[src/rtl/pixel_plot_sink.sv]
// Pixel plot sink: queues plot requests in a small FIFO and streams them to a
// framebuffer write port, with a full-screen fill that takes priority over queued pixels.
module pixel_plot_sink #(
    parameter int unsigned SCR_W      = 320,
    parameter int unsigned SCR_H      = 240,
    parameter int unsigned FIFO_DEPTH = 4
) (
    input  logic        clk,
    input  logic        resetn,
    input  logic        in_valid,
    output logic        in_ready,
    input  logic [8:0]  in_x,
    input  logic [7:0]  in_y,
    input  logic [2:0]  in_c,
    input  logic        clear_req,
    input  logic [2:0]  clear_color,
    output logic [16:0] mem_addr,
    output logic [2:0]  mem_data,
    output logic        mem_we,
    output logic        busy,
    output logic        clear_done,
    output logic [7:0]  drop_count
);
    localparam int PW = $clog2(FIFO_DEPTH);
    localparam int CW = PW + 1;
    localparam logic [CW-1:0] DEPTH_C   = CW'(FIFO_DEPTH);
    localparam logic [16:0]   LAST_ADDR = 17'(SCR_W * SCR_H - 1);

    typedef struct packed {
        logic [8:0] x;
        logic [7:0] y;
        logic [2:0] c;
    } pix_t;

    typedef enum logic [1:0] {IDLE, WRITE, CLEAR} state_t;

    pix_t          fifo_q [FIFO_DEPTH];
    logic [PW-1:0] wr_ptr_q, wr_ptr_d, rd_ptr_q, rd_ptr_d;
    logic [CW-1:0] count_q, count_d;
    state_t        state_q, state_d;
    logic [2:0]    color_q, color_d;
    logic [16:0]   clr_addr_q, clr_addr_d;
    logic [16:0]   mem_addr_q, mem_addr_d;
    logic [2:0]    mem_data_q, mem_data_d;
    logic          mem_we_q, mem_we_d;
    logic          done_q, done_d;
    logic [7:0]    drop_q, drop_d;

    logic  push, pop, full, empty, in_range;
    pix_t  head;
    logic [16:0] pix_addr;

    assign full     = (count_q == DEPTH_C);
    assign empty    = (count_q == '0);
    assign in_ready = resetn && !full;
    assign busy     = resetn && ((state_q != IDLE) || !empty);
    assign push     = in_valid && in_ready;
    assign pop      = (state_q == WRITE) && !empty;

    assign head     = fifo_q[rd_ptr_q];
    assign in_range = ({23'd0, head.x} < SCR_W) && ({24'd0, head.y} < SCR_H);
    assign pix_addr = 17'(head.y) * 17'(SCR_W) + 17'(head.x);

    assign mem_addr   = mem_addr_q;
    assign mem_data   = mem_data_q;
    assign mem_we     = mem_we_q;
    assign clear_done = done_q;
    assign drop_count = drop_q;

    always_comb begin
        wr_ptr_d   = wr_ptr_q;
        rd_ptr_d   = rd_ptr_q;
        count_d    = count_q;
        state_d    = state_q;
        color_d    = color_q;
        clr_addr_d = clr_addr_q;
        mem_addr_d = mem_addr_q;
        mem_data_d = mem_data_q;
        mem_we_d   = 1'b0;
        done_d     = 1'b0;
        drop_d     = drop_q;

        if (push) wr_ptr_d = wr_ptr_q + PW'(1);
        if (pop)  rd_ptr_d = rd_ptr_q + PW'(1);
        case ({push, pop})
            2'b10:   count_d = count_q + CW'(1);
            2'b01:   count_d = count_q - CW'(1);
            default: count_d = count_q;
        endcase

        case (state_q)
            IDLE: begin
                if (clear_req) begin
                    state_d    = CLEAR;
                    color_d    = clear_color;
                    clr_addr_d = '0;
                end else if (!empty) begin
                    state_d = WRITE;
                end
            end
            WRITE: begin
                if (pop) begin
                    if (in_range) begin
                        mem_we_d   = 1'b1;
                        mem_addr_d = pix_addr;
                        mem_data_d = head.c;
                    end else if (drop_q != 8'hFF) begin
                        drop_d = drop_q + 8'd1;
                    end
                end
                // A pop always finishes in this cycle, so a clear request
                // seen here is carried straight into CLEAR on the same edge.
                if (clear_req) begin
                    state_d    = CLEAR;
                    color_d    = clear_color;
                    clr_addr_d = '0;
                end else if (count_d == '0) begin
                    state_d = IDLE;
                end
            end
            CLEAR: begin
                mem_we_d   = 1'b1;
                mem_addr_d = clr_addr_q;
                mem_data_d = color_q;
                if (clr_addr_q == LAST_ADDR) begin
                    done_d     = 1'b1;
                    clr_addr_d = '0;
                    state_d    = (count_d != '0) ? WRITE : IDLE;
                end else begin
                    clr_addr_d = clr_addr_q + 17'd1;
                end
            end
            default: state_d = IDLE;
        endcase
    end

    always_ff @(posedge clk) begin
        if (!resetn) begin
            wr_ptr_q   <= '0;
            rd_ptr_q   <= '0;
            count_q    <= '0;
            state_q    <= IDLE;
            color_q    <= '0;
            clr_addr_q <= '0;
            mem_addr_q <= '0;
            mem_data_q <= '0;
            mem_we_q   <= 1'b0;
            done_q     <= 1'b0;
            drop_q     <= '0;
        end else begin
            wr_ptr_q   <= wr_ptr_d;
            rd_ptr_q   <= rd_ptr_d;
            count_q    <= count_d;
            state_q    <= state_d;
            color_q    <= color_d;
            clr_addr_q <= clr_addr_d;
            mem_addr_q <= mem_addr_d;
            mem_data_q <= mem_data_d;
            mem_we_q   <= mem_we_d;
            done_q     <= done_d;
            drop_q     <= drop_d;
        end
    end

    // Storage needs no reset: occupancy is tracked by count_q alone.
    always_ff @(posedge clk) begin
        if (push) fifo_q[wr_ptr_q] <= '{x: in_x, y: in_y, c: in_c};
    end

endmodule

[config.mk]
export PLATFORM = sky130hd
export DESIGN_NAME = pixel_plot_sink
export DESIGN_NICKNAME = d
export VERILOG_FILES = /design/src/rtl/pixel_plot_sink.sv
export SDC_FILE = /design/constraint.sdc
export NUM_CORES = 1
export LEC_CHECK = 0
export ABC_AREA = 1
export ABC_CLOCK_PERIOD_IN_PS = 3000
export BUFFER_PORTS_ARGS = -buffer_cell sky130_fd_sc_hd__buf_2
export CORE_MARGIN = 1.5
export CORE_UTILIZATION = 54
export CTS_CLUSTER_SIZE = 14
export DETAILED_ROUTE_END_ITERATION = 16
export PLACE_DENSITY = 0.79
export SLEW_MARGIN = 15
export SYNTH_ARGS = -nofsm -noshare
export SYNTH_HDL_FRONTEND = slang
export SYNTH_SLANG_ARGS = --single-unit
[constraint.sdc]
create_clock -name clk -period 3 [get_ports clk]
set_clock_uncertainty 0.1 [all_clocks]
set_input_delay 0.3 -clock clk [delete_from_list [all_inputs] [get_ports clk]]
set_output_delay 0.3 -clock clk [all_outputs]
set_load 0.01 [all_outputs]
==> metrics.md, run 1 <==
| Metric | Value |
|---|---|
| Post-synthesis sequential element count | `141` |
| Min-delay src | `in_y[4]` |
| Delay-heaviest family, CP | `adder cells` |
| DR iter-0 viols | `359` |
| CTS buffer count | `17` |
| Synth area leaders | `edfxtp_1, dfxtp_1, nand2_1` |
| Drt drc | `0` |
| MaxCap Viol Count | `0` |
| Commonest non-fill, non-tap cell in the layout | `nand2_1` |
| H-tree Lvls | `4` |
| Avg Vias per Cell | `5.48` |
| PwrDens | `799 nW/um^2` |
| Reg clk slew, reported paths | `60 ps` |
| Die area | `12,800 um^2` |
| Ys Warns | `0` |
| Final Hold Vio Count | `0` |
| Slowest CP cell | `fa_2` |
| Biggest cell delay along the critical path | `540 ps` |
| Largest area contributor in the netlist | `edfxtp_1` |
| Final Instance Area | `7970 um^2` |
| Post-Place Cell Area | `7100 um^2` |
| Drt pass-1 iters | `5` |
| Die Wd | `113 um` |
| Antenna fix cells | `0` |
| Largest net degree at the start of global routing | `33` |
| Port Buf Inserts | `58` |
| Unrepaired setup endpoints after global routing | `yes` |
| FF-to-FF path depth | `17` |
| CP required | `3200 ps` |
| Core area | `12,000 um^2` |
| Commonest cells after routing, fill and taps aside | `nand2_1, nor2_1, edfxtp_1` |
| CTS tree | `yes` |
| CP Cell Sequence | `inv_6 -> o21ai_0 -> o22ai_2 -> ha_1 -> ha_4 -> fa_2 -> nand2_1 -> nor2_1 -> nand2_1 -> nand2_2 -> nand2_4 -> nor2_4 -> nand3_1 -> nand2_1 -> nand3_1 -> nand2_1 -> a21oi_2` |
| # nets final | `865` |
| Worst setup endpoint | `mem_addr[15]` |
| Net Count, Synth | `773` |
| Clock latency on the worst-skew pair | `420 ps` |
| Rows | `40` |
| Fill cells | `891` |
| Static Leakage | `3.26 nW` |
| Initial Util | `55.0%` |
| Crit path launch type | `flip-flop` |
| Max FO, Critical Path | `16` |
| CTS Sinks | `141` |
| Die Ht | `113 um` |
| Worst min path class | `input port to flip-flop` |
| Layout cell share with drive strength beyond 1 | `18.9%` |
| Tot Pwr | `6.36 mW` |
| Clock Tree Buf Depth | `2` |
| Via count | `5,297` |
| Worst Setup End Kind | `flip-flop` |
| Status | `finished, final reports clean` |
| Placer Congestion | `0.875` |
| Hold WS | `16.7 ps` |
| Antenna-violating nets left | `0` |
| Area delta synth->final | `21.2%` |
| Mapped cell area | `6570 um^2` |
| Global route overflow | `0` |
| Gate Count Post-Synth | `717` |
| CP Buf/Inv Count | `1` |
| Avg Inst Size Synth | `9.17 um^2` |
| First-pass GRT wire length | `24,300 um` |
| Post-DP HPWL | `10,100 um` |
| Root buffer cell | `clkbuf_16` |
| Setup TNS | `0 ps` |
| Register area share after synthesis | `55.1%` |
| Cell variety after synth | `41` |
| Worst endpoint data arrival time | `3170 ps` |
| Antenna violations before repair | `0` |
| Io pins | `59` |
| Max VDD drop | `0.000539 V` |
| Fin crit share | `99.1%` |
| Period minus WS final | `2970 ps` |
| Vias in the first global route | `5,259` |
| Critical path depth | `17` |
| Pins over their slew limit | `0` |
| Worst-margin pin slew | `498 ps` |
| Cell mode on critical path | `nand2_1` |
| Total GRT Usage | `24.2%` |
| Kind of critical path | `flip-flop to flip-flop` |
| Max-slew headroom | `66.6%` |
| Avg WL per Cell | `15.5 um` |
| R2R Setup Slk | `30 ps` |
| Final setup fails | `0` |
| FF-to-FF End | `mem_addr[15]` |
| Synth top area share | `36.5%` |
| Fmax | `0.336 GHz` |
| Post-Route WL | `15,000 um` |
[through the flow]
stage	utilization (%)	instances	worst slack [ps]
2_1_floorplan	-	717	10.7
3_3_place_gp	59.4	920	128
3_5_place_dp	59.4	920	14.6
4_1_cts	65.6	965	36.6
5_1_grt	66.6	967	-71.7
6_report	66.6	967	27.4
[synth_stat cells, drive strengths merged]
library cell  number
or2                2
ha                26
a211oi             1
fa                 3
a31oi             13
a32oi              1
inv               69
nor3              17
nand2            144
nand4              7
nand3b             2
nor4               3
a21oi             38
dfxtp             61
o22ai             13
o21a               1
o21ai             68
nand3             37
edfxtp            80
buf               14
xor2              13
nor3b              1
and3               1
o211ai             1
clkbuf            12
clkinv             2
nor2              82
xnor2              5
[sequential cells by signal, summed over array words and instances, names as in the netlist, named ones only]
signal,flops
fifo_q,80
wr_ptr_q,2
mem_we,1
count_q,3
color_q,3
clr_addr_q,17
mem_addr,17
clear_done,1
mem_data,3
rd_ptr_q,2
drop_count,8
state_q,2
[layer usage]
| metal | vias up | track usage [%] | wire length [um] |
|---|---|---|---|
| li1 | 2609 | - | - |
| met1 | 2481 | 30.4 | 6420 |
| met2 | 185 | 40.8 | 7390 |
| met3 | 22 | 5.68 | 930 |
| met4 | 0 | 8.92 | 278 |
| met5 | - | 0 | 0 |
[logic make-up after synthesis]
kind of cell / after synthesis / share of synthesized area (%)
AO/OA/AOI/OAI: 136 / 11.2
XOR/XNOR: 18 / 2.40
adder cells (fa/ha/maj): 29 / 5.86
buffers and inverters: 97 / 6.22
AND/OR/NAND/NOR: 296 / 19.2
flip-flops: 141 / 55.1
[what timing repair did]
| action | 4_1_cts | 5_1_grt |
|---|---|---|
| pin swaps | 1 | 11 |
| endpoints found under the hold margin | 53 | 4 |
| setup buffers | 1 | 1 |
| hold buffers | 14 | 1 |
| gates resized for setup | 3 | 33 |
| setup endpoints to repair | 3 | 5 |
[worst min path at each step]
| stage | to | slack, ps | depth (start not counted) |
|---|---|---|---|
| 3_3_place_gp | color_q[0] | 340 | 2 |
| 4_1_cts | fifo_q[2][11] | 0.6 | 1 |
| 3_5_place_dp | color_q[0] | 340 | 2 |
| 2_1_floorplan | fifo_q[0][0] | 300 | 0 |
| 6_report | fifo_q[3][7] | 20 | 1 |
| 5_1_grt | fifo_q[0][7] | 9 | 1 |
[power by group]
group,total (mW),switching (mW),leakage (nW),internal [mW]
clock network,2.05,0.761,0.273,1.29
registers,2.34,0.106,1.22,2.23
logic,1.98,1.25,1.76,0.724
total,6.36,2.12,3.26,4.24
[final cells by class]
class | count | area (um^2) | area share [%]
sequential | 141 | 3630 | 45.5
clock inverter | 12 | 149 | 1.87
timing repair buffer | 99 | 647 | 8.12
tap | 147 | 184 | 2.31
inverter | 71 | 272 | 3.41
clock buffer | 18 | 429 | 5.39
multi-input combinational | 479 | 2660 | 33.4
[worst register-to-register path: stages (launching register included)]
cell	delay, ps
dfxtp_4	380
inv_6	60
o21ai_0	250
o22ai_2	130
ha_1	330
ha_4	180
fa_2	540
nand2_1	70
nor2_1	80
nand2_1	70
nand2_2	110
nand2_4	70
nor2_4	110
nand3_1	80
nand2_1	70
nand3_1	70
nand2_1	100
a21oi_2	50
Power figures use the tool's default switching activity.
==> inputs of run 2 (changes only) <==
- ABC_CLOCK_PERIOD_IN_PS: 3000 -> default
- PLACE_DENSITY: 0.79 -> 0.76
- REMOVE_ABC_BUFFERS: default -> 1
==> run 2 against run 1 <==
Total power decreased by 2.9%; sequential power about the same; routed wire length decreased by 5.4%; clock-buffer cell count decreased by 1; register-to-register slack improved by 130 ps; via count decreased by 1.1%; critical endpoint unchanged; highest routed layer unchanged.
==> metrics.md, run 2 (synthesized netlist as in run 1, its figures left out) <==
| Metric | Value |
|---|---|
| Static Leakage | `3.26 nW (about the same)` |
| Worst Setup End Kind | `flip-flop` |
| Vias in the first global route | `4,956 (-5.8%)` |
| Largest net degree at the start of global routing | `33 (unchanged)` |
| Max FO, Critical Path | `8 (-8)` |
| Drt pass-1 iters | `5 (unchanged)` |
| Io pins | `59 (unchanged)` |
| Via count | `5,239 (-1.1%)` |
| # nets final | `870 (+0.58%)` |
| First-pass GRT wire length | `23,200 um (-4.6%)` |
| Drt drc | `0 (unchanged)` |
| Global route overflow | `0 (unchanged)` |
| Final Hold Vio Count | `0 (unchanged)` |
| Worst Hold End | `fifo_q[1][10]` |
| Period minus WS final | `2840 ps (-130 ps)` |
| FF-to-FF End | `mem_addr[15]` |
| Antenna-violating nets left | `0 (unchanged)` |
| Commonest cells after routing, fill and taps aside | `nand2_1, edfxtp_1, nor2_1` |
| Clock latency on the worst-skew pair | `430 ps (about the same)` |
| CTS tree | `yes` |
| Clock Tree Buf Depth | `2 (unchanged)` |
| Die Wd | `113 um (unchanged)` |
| Antenna fix cells | `0 (unchanged)` |
| Reg with most FFs | `fifo_q` |
| Post-DP HPWL | `9780 um (-3.2%)` |
| Core Util, Final | `66.8% (+0.14 points)` |
| DR iter-0 viols | `379 (+5.6%)` |
| CP required | `3220 ps (+20 ps)` |
| Fin crit share | `94.7% (-4.3 points)` |
| FF-to-FF path depth | `17 (unchanged)` |
| Placer Congestion | `0.854 (-2.4%)` |
| Kind of critical path | `flip-flop to flip-flop` |
| Port Buf Inserts | `58 (unchanged)` |
| PwrDens | `774 nW/um^2 (-3.1%)` |
| Worst min path class | `input port to flip-flop` |
| Final setup fails | `0 (unchanged)` |
| Max VDD drop | `0.000554 V (+2.7%)` |
| Pins over their slew limit | `0 (unchanged)` |
| Total GRT Usage | `23.3% (-0.84 points)` |
| Status | `finished, final reports clean` |
| Die Ht | `113 um (unchanged)` |
| Reg clk slew, reported paths | `60 ps (about the same)` |
| Tot Pwr | `6.18 mW (-2.9%)` |
| Layout cell share with drive strength beyond 1 | `19.0% (+0.082 points)` |
| Fmax | `0.352 GHz (+4.6%)` |
| Antenna violations before repair | `0 (unchanged)` |
| Area delta synth->final | `21.5%` |
| Avg WL per Cell | `14.6 um (-6.0%)` |
| H-tree Lvls | `4 (unchanged)` |
| Die area | `12,800 um^2 (unchanged)` |
| Core area | `12,000 um^2 (unchanged)` |
| Max-slew headroom | `64.5% (-2.1 points)` |
| Commonest non-fill, non-tap cell in the layout | `nand2_1` |
| Crit path launch type | `flip-flop` |
| CTS Sinks | `141 (unchanged)` |
| Hold path depth | `1 (unchanged)` |
| Worst endpoint data arrival time | `3060 ps (-110 ps)` |
| Post-Route WL | `14,200 um (-5.4%)` |
| Unrepaired setup endpoints after global routing | `yes` |
| Worst-margin pin slew | `529 ps (+31.3 ps)` |
| Fill cells | `892 (+0.11%)` |
| Root buffer cell | `clkbuf_16` |
| R2R Setup Slk | `160 ps (+130 ps)` |
| MaxCap Viol Count | `0 (unchanged)` |
| CTS buffer count | `17 (unchanged)` |
| Max FFs per register | `80 (unchanged)` |
| Min-delay src | `in_y[7]` |
| Rows | `40 (unchanged)` |
| Avg Vias per Cell | `5.38 (-1.8%)` |
| Initial Util | `55.0% (unchanged)` |
[run 2: changes by cell type in the layout (fill, tap and decap cells not counted), moves of 3 or more]
| cell | previous run | this run |
|---|---|---|
| inv_6 | 1 | 6 |
| bufinv_16 | 3 | 0 |
| clkinv_2 | 4 | 0 |
| dlygate4sd3_1 | 15 | 18 |
[run 2: where the power goes]
group	switching, mW	internal, mW
sequential	0.122	2.23
combinational	1.20	0.737
clock	0.830	1.06
[run 2: cell type report]
class	instances	area, um^2	area share [%]
Timing Repair Buffer	104	692	8.66
Clock inverter	15	111	1.39
Inverter	71	274	3.43
Multi-Input combinational cell	479	2670	33.5
Clock buffer	17	425	5.33
Tap cell	147	184	2.30
Sequential cell	141	3630	45.4
[run 2: worst max-delay path, cell delays in order (launching register included)]
cell and delay, ps:
dfxtp_4 390, buf_6 150, nand2_2 50, a32oi_2 190, ha_1 270, ha_2 190
fa_2 550, nand2_2 70, nor2_2 110, nand2_1 70, nand2_2 100, nand2_4 70
nor2_4 80, nand3_1 80, nand2_1 70, nand3_1 70, nand2_1 90, a21oi_2 50
[run 2: per-stage QoR]
| step | hold WS [ps] | cell area (um^2) | cells | setup WS (ps) | TNS (ps) |
|---|---|---|---|---|---|
| 6_report | 16.2 | 7990 | 974 | 158 | 0 |
| 4_1_cts | 3.70 | 7840 | 973 | 11.9 | 0 |
| 5_1_grt | 11.4 | 7990 | 974 | -66.3 | -97.4 |
| 3_5_place_dp | 344 | 7110 | 923 | -72.7 | -165 |
| 3_3_place_gp | 339 | 7110 | 923 | 98.3 | 0 |
| 2_1_floorplan | 299 | 6430 | 691 | -696 | -3840 |
[run 2: timing repair]
action / in CTS / in global routing
pin swaps: 0 / 12
setup endpoints to repair: 4 / 6
endpoints found under the hold margin: 72 / 0
gates resized for setup: 5 / 36
hold buffers: 18 / 0
buffers inserted: 0 / 1
[run 2: how the worst max path moves through the flow]
stage	startpoint	to	slack [ps]
CTS	flip-flop	mem_addr[14]	10
global placement	flip-flop	mem_addr[15]	100
finish	flip-flop	mem_addr[15]	160
floorplan	flip-flop	mem_addr[15]	-700
detailed placement	flip-flop	mem_addr[14]	-70
global route	flip-flop	mem_addr[15]	-70
[run 2: metal layers]
metal	up-vias	global-route usage, %	wire length [um]
met5	-	0	0
met4	0	7.67	254
met3	27	7.28	718
met2	134	37.9	6930
met1	2454	30.0	6320
li1	2624	-	-
==> inputs of run 3 (changes only) <==
- CORE_ASPECT_RATIO: default -> 2
==> run 3 against run 2 <==
The run now ends with negative setup slack left; sequential cell count unchanged; fmax decreased by 5.5%; non-clock buffer count increased by 4; hold slack improved by 24 ps; core utilization increased by 2.5 points; register-to-register slack got worse by 170 ps; final cell count increased by 0.21%; routed wire length increased by 11%; clock power increased by 20%.
==> metrics.md, run 3 (synthesized netlist as in run 1, its figures left out) <==
| Metric | Value |
|---|---|
| # nets final | `874 (+0.46%)` |
| Drt pass-1 iters | `5 (unchanged)` |
| Finished Layout Cells | `976 (+0.21%)` |
| Core Util, Final | `69.2% (+2.5 points)` |
| MaxCap Viol Count | `0 (unchanged)` |
| First-pass GRT wire length | `25,700 um (+11%)` |
| Max VDD drop | `0.000773 V (+40%)` |
| Fin crit share | `100% (+5.5 points)` |
| Multi-input gate area | `2650 um^2 (-0.84%)` |
| Port Buf Inserts | `58 (unchanged)` |
| Commonest non-fill, non-tap cell in the layout | `nand2_1` |
| Violated checks | `negative setup slack` |
| Post-DP HPWL | `10,700 um (+9.8%)` |
| Antenna-violating nets left | `0 (unchanged)` |
| Dpl ws | `-108 ps (-35.3 ps)` |
| Commonest cells after routing, fill and taps aside | `nand2_1, nor2_1, edfxtp_1` |
| Worst Slack Setup Final | `-8.46 ps (-166 ps)` |
| Clock Tree Buf Depth | `2 (unchanged)` |
| CTS tree | `yes` |
| Dpl cells | `921 (-0.22%)` |
| Die Ht | `159 um (+40%)` |
| Worst min path class | `input port to flip-flop` |
| Clock latency on the worst-skew pair | `420 ps (about the same)` |
| FF/Latch Area | `3630 um^2 (about the same)` |
| Layout cell share with drive strength beyond 1 | `19.4% (+0.39 points)` |
| Worst endpoint data arrival time | `3260 ps (+200 ps)` |
| Fmax | `0.332 GHz (-5.5%)` |
| Final Instance Area | `8150 um^2 (+2.0%)` |
| Largest net degree at the start of global routing | `33 (unchanged)` |
| Post-Route WL | `15,700 um (+11%)` |
| Max-slew headroom | `60.4% (-4.1 points)` |
| Total GRT Usage | `25.8% (+2.5 points)` |
| Combinational share of power | `30.6% (-0.7 points)` |
| Avg Vias per Cell | `5.65 (+5.1%)` |
| Drt drc | `0 (unchanged)` |
| Period minus WS final | `3010 ps (+166 ps)` |
| Placer Congestion | `0.913 (+6.9%)` |
| Final setup fails | `1 (+1)` |
| Worst-margin pin slew | `590 ps (+60.9 ps)` |
| Rows | `56 (+40%)` |
| Post-Place Cell Area | `7120 um^2 (+0.14%)` |
| Initial Util | `55.8% (+0.89 points)` |
| Reg clk slew, reported paths | `70 ps (about the same)` |
| Kind of critical path | `flip-flop to flip-flop` |
| Worst Setup End Kind | `flip-flop` |
| Net switching power | `2.30 mW (+7.0%)` |
| Via count | `5,515 (+5.3%)` |
| Io pins | `59 (unchanged)` |
| Seq pwr share | `35.2% (-2.9 points)` |
| H-tree Lvls | `4 (unchanged)` |
| Vias in the first global route | `5,666 (+14%)` |
| Fill cells | `888 (-0.45%)` |
| Crit path launch type | `flip-flop` |
| CTS buffer count | `17 (unchanged)` |
| Die Wd | `81.0 um (-29%)` |
| Core area | `11,800 um^2 (-1.6%)` |
| Setup TNS | `-8.46 ps (-8.46 ps)` |
| Antenna violations before repair | `0 (unchanged)` |
| Antenna fix cells | `0 (unchanged)` |
| CP required | `3260 ps (+40 ps)` |
| Reg with most FFs | `fifo_q` |
| Final Hold Vio Count | `0 (unchanged)` |
| Pins over their slew limit | `0 (unchanged)` |
| Clock power frac | `34.2% (+3.6 points)` |
| Max FFs per register | `80 (unchanged)` |
| Status | `complete, but fails checks` |
| Global route overflow | `0 (unchanged)` |
| Unrepaired setup endpoints after global routing | `yes` |
| Internal power | `4.35 mW (+8.1%)` |
| Max FO, Critical Path | `5 (-3)` |
| Root buffer cell | `clkbuf_16` |
| DR iter-0 viols | `340 (-10%)` |
| Avg WL per Cell | `16.1 um (+10%)` |
| Die area | `12,900 um^2 (+0.31%)` |
| Area delta synth->final | `23.9%` |
| Static Leakage | `3.36 nW (+3.0%)` |
| CTS Sinks | `141 (unchanged)` |
| Net Sw Frac | `34.6% (-0.24 points)` |
| PwrDens | `817 nW/um^2 (+5.6%)` |
==> run 3: changes by cell type in the layout (fill, tap and decap cells not counted), moves of 3 or more <==
cell	change
clkinvlp_4	-5
inv_8	+4
nand2_1	-3
bufinv_16	+3
nand2_2	+4
==> run 3: power groups by stage <==
stage                     combinational (mW)  sequential (mW)  clock [mW]
after global placement                  1.75             2.36           0
after detailed placement                1.81             2.37           0
final                                   2.04             2.34        2.27
after floorplan                         1.11             2.42           0
after CTS                               1.86             2.33        2.29
after global routing                    2.27             2.36        2.38
==> run 3: critical path, cell delays in order, from the launching register on <==
cell,delay [ps]
dfxtp_4,440
buf_12,140
nand2_2,50
a32oi_2,220
ha_1,290
ha_2,190
fa_2,550
nand2_2,60
nor2_1,80
nand2_1,70
nand2_2,80
nand2_2,70
nor3_4,220
nand3_1,110
nand3_1,70
nand2_1,80
a21oi_2,110
==> run 3: final timing paths <==
path	start	end	slack, ps	depth (start not counted)
min	in_y[3]	fifo_q[0][6]	40	1
max	flip-flop	mem_addr[15]	-8	16
min reg2reg	color_q[0]	color_q[0]	360	2
max reg2reg	flip-flop	mem_addr[15]	-8	16
==> run 3: routing by layer <==
| layer | up-vias | share of wire, % | global-route usage (%) |
|---|---|---|---|
| li1 | 2625 | - | - |
| met1 | 2612 | 35 | 26.2 |
| met2 | 201 | 56 | 46.4 |
| met3 | 77 | 3.7 | 4.70 |
| met4 | 0 | 5.2 | 15.9 |
| met5 | - | 0 | 0 |
==> run 3: per-stage QoR <==
stage	total power [mW]	hold WS (ps)
2_1_floorplan	3.53	299
3_3_place_gp	4.11	334
3_5_place_dp	4.18	340
4_1_cts	6.48	20.5
5_1_grt	7.01	20.2
6_report	6.65	39.8
==> run 3: what timing repair did <==
| action | CTS | global route |
|---|---|---|
| setup buffers | 0 | 2 |
| pin swaps | 2 | 9 |
| gates cloned | 0 | 2 |
| hold endpoints to repair | 70 | 0 |
| setup endpoints to repair | 4 | 7 |
| hold buffers | 19 | 0 |
| resized for setup | 7 | 33 |
==> run 3: cell type report <==
type                            instances  share of cell area, %
Sequential cell                       141                   44.5
Multi-Input combinational cell        479                   32.5
Timing Repair Buffer                  108                   9.54
Clock inverter                         15                   2.61
Inverter                               71                   3.36
Clock buffer                           17                   5.22
Tap cell                              145                   2.23
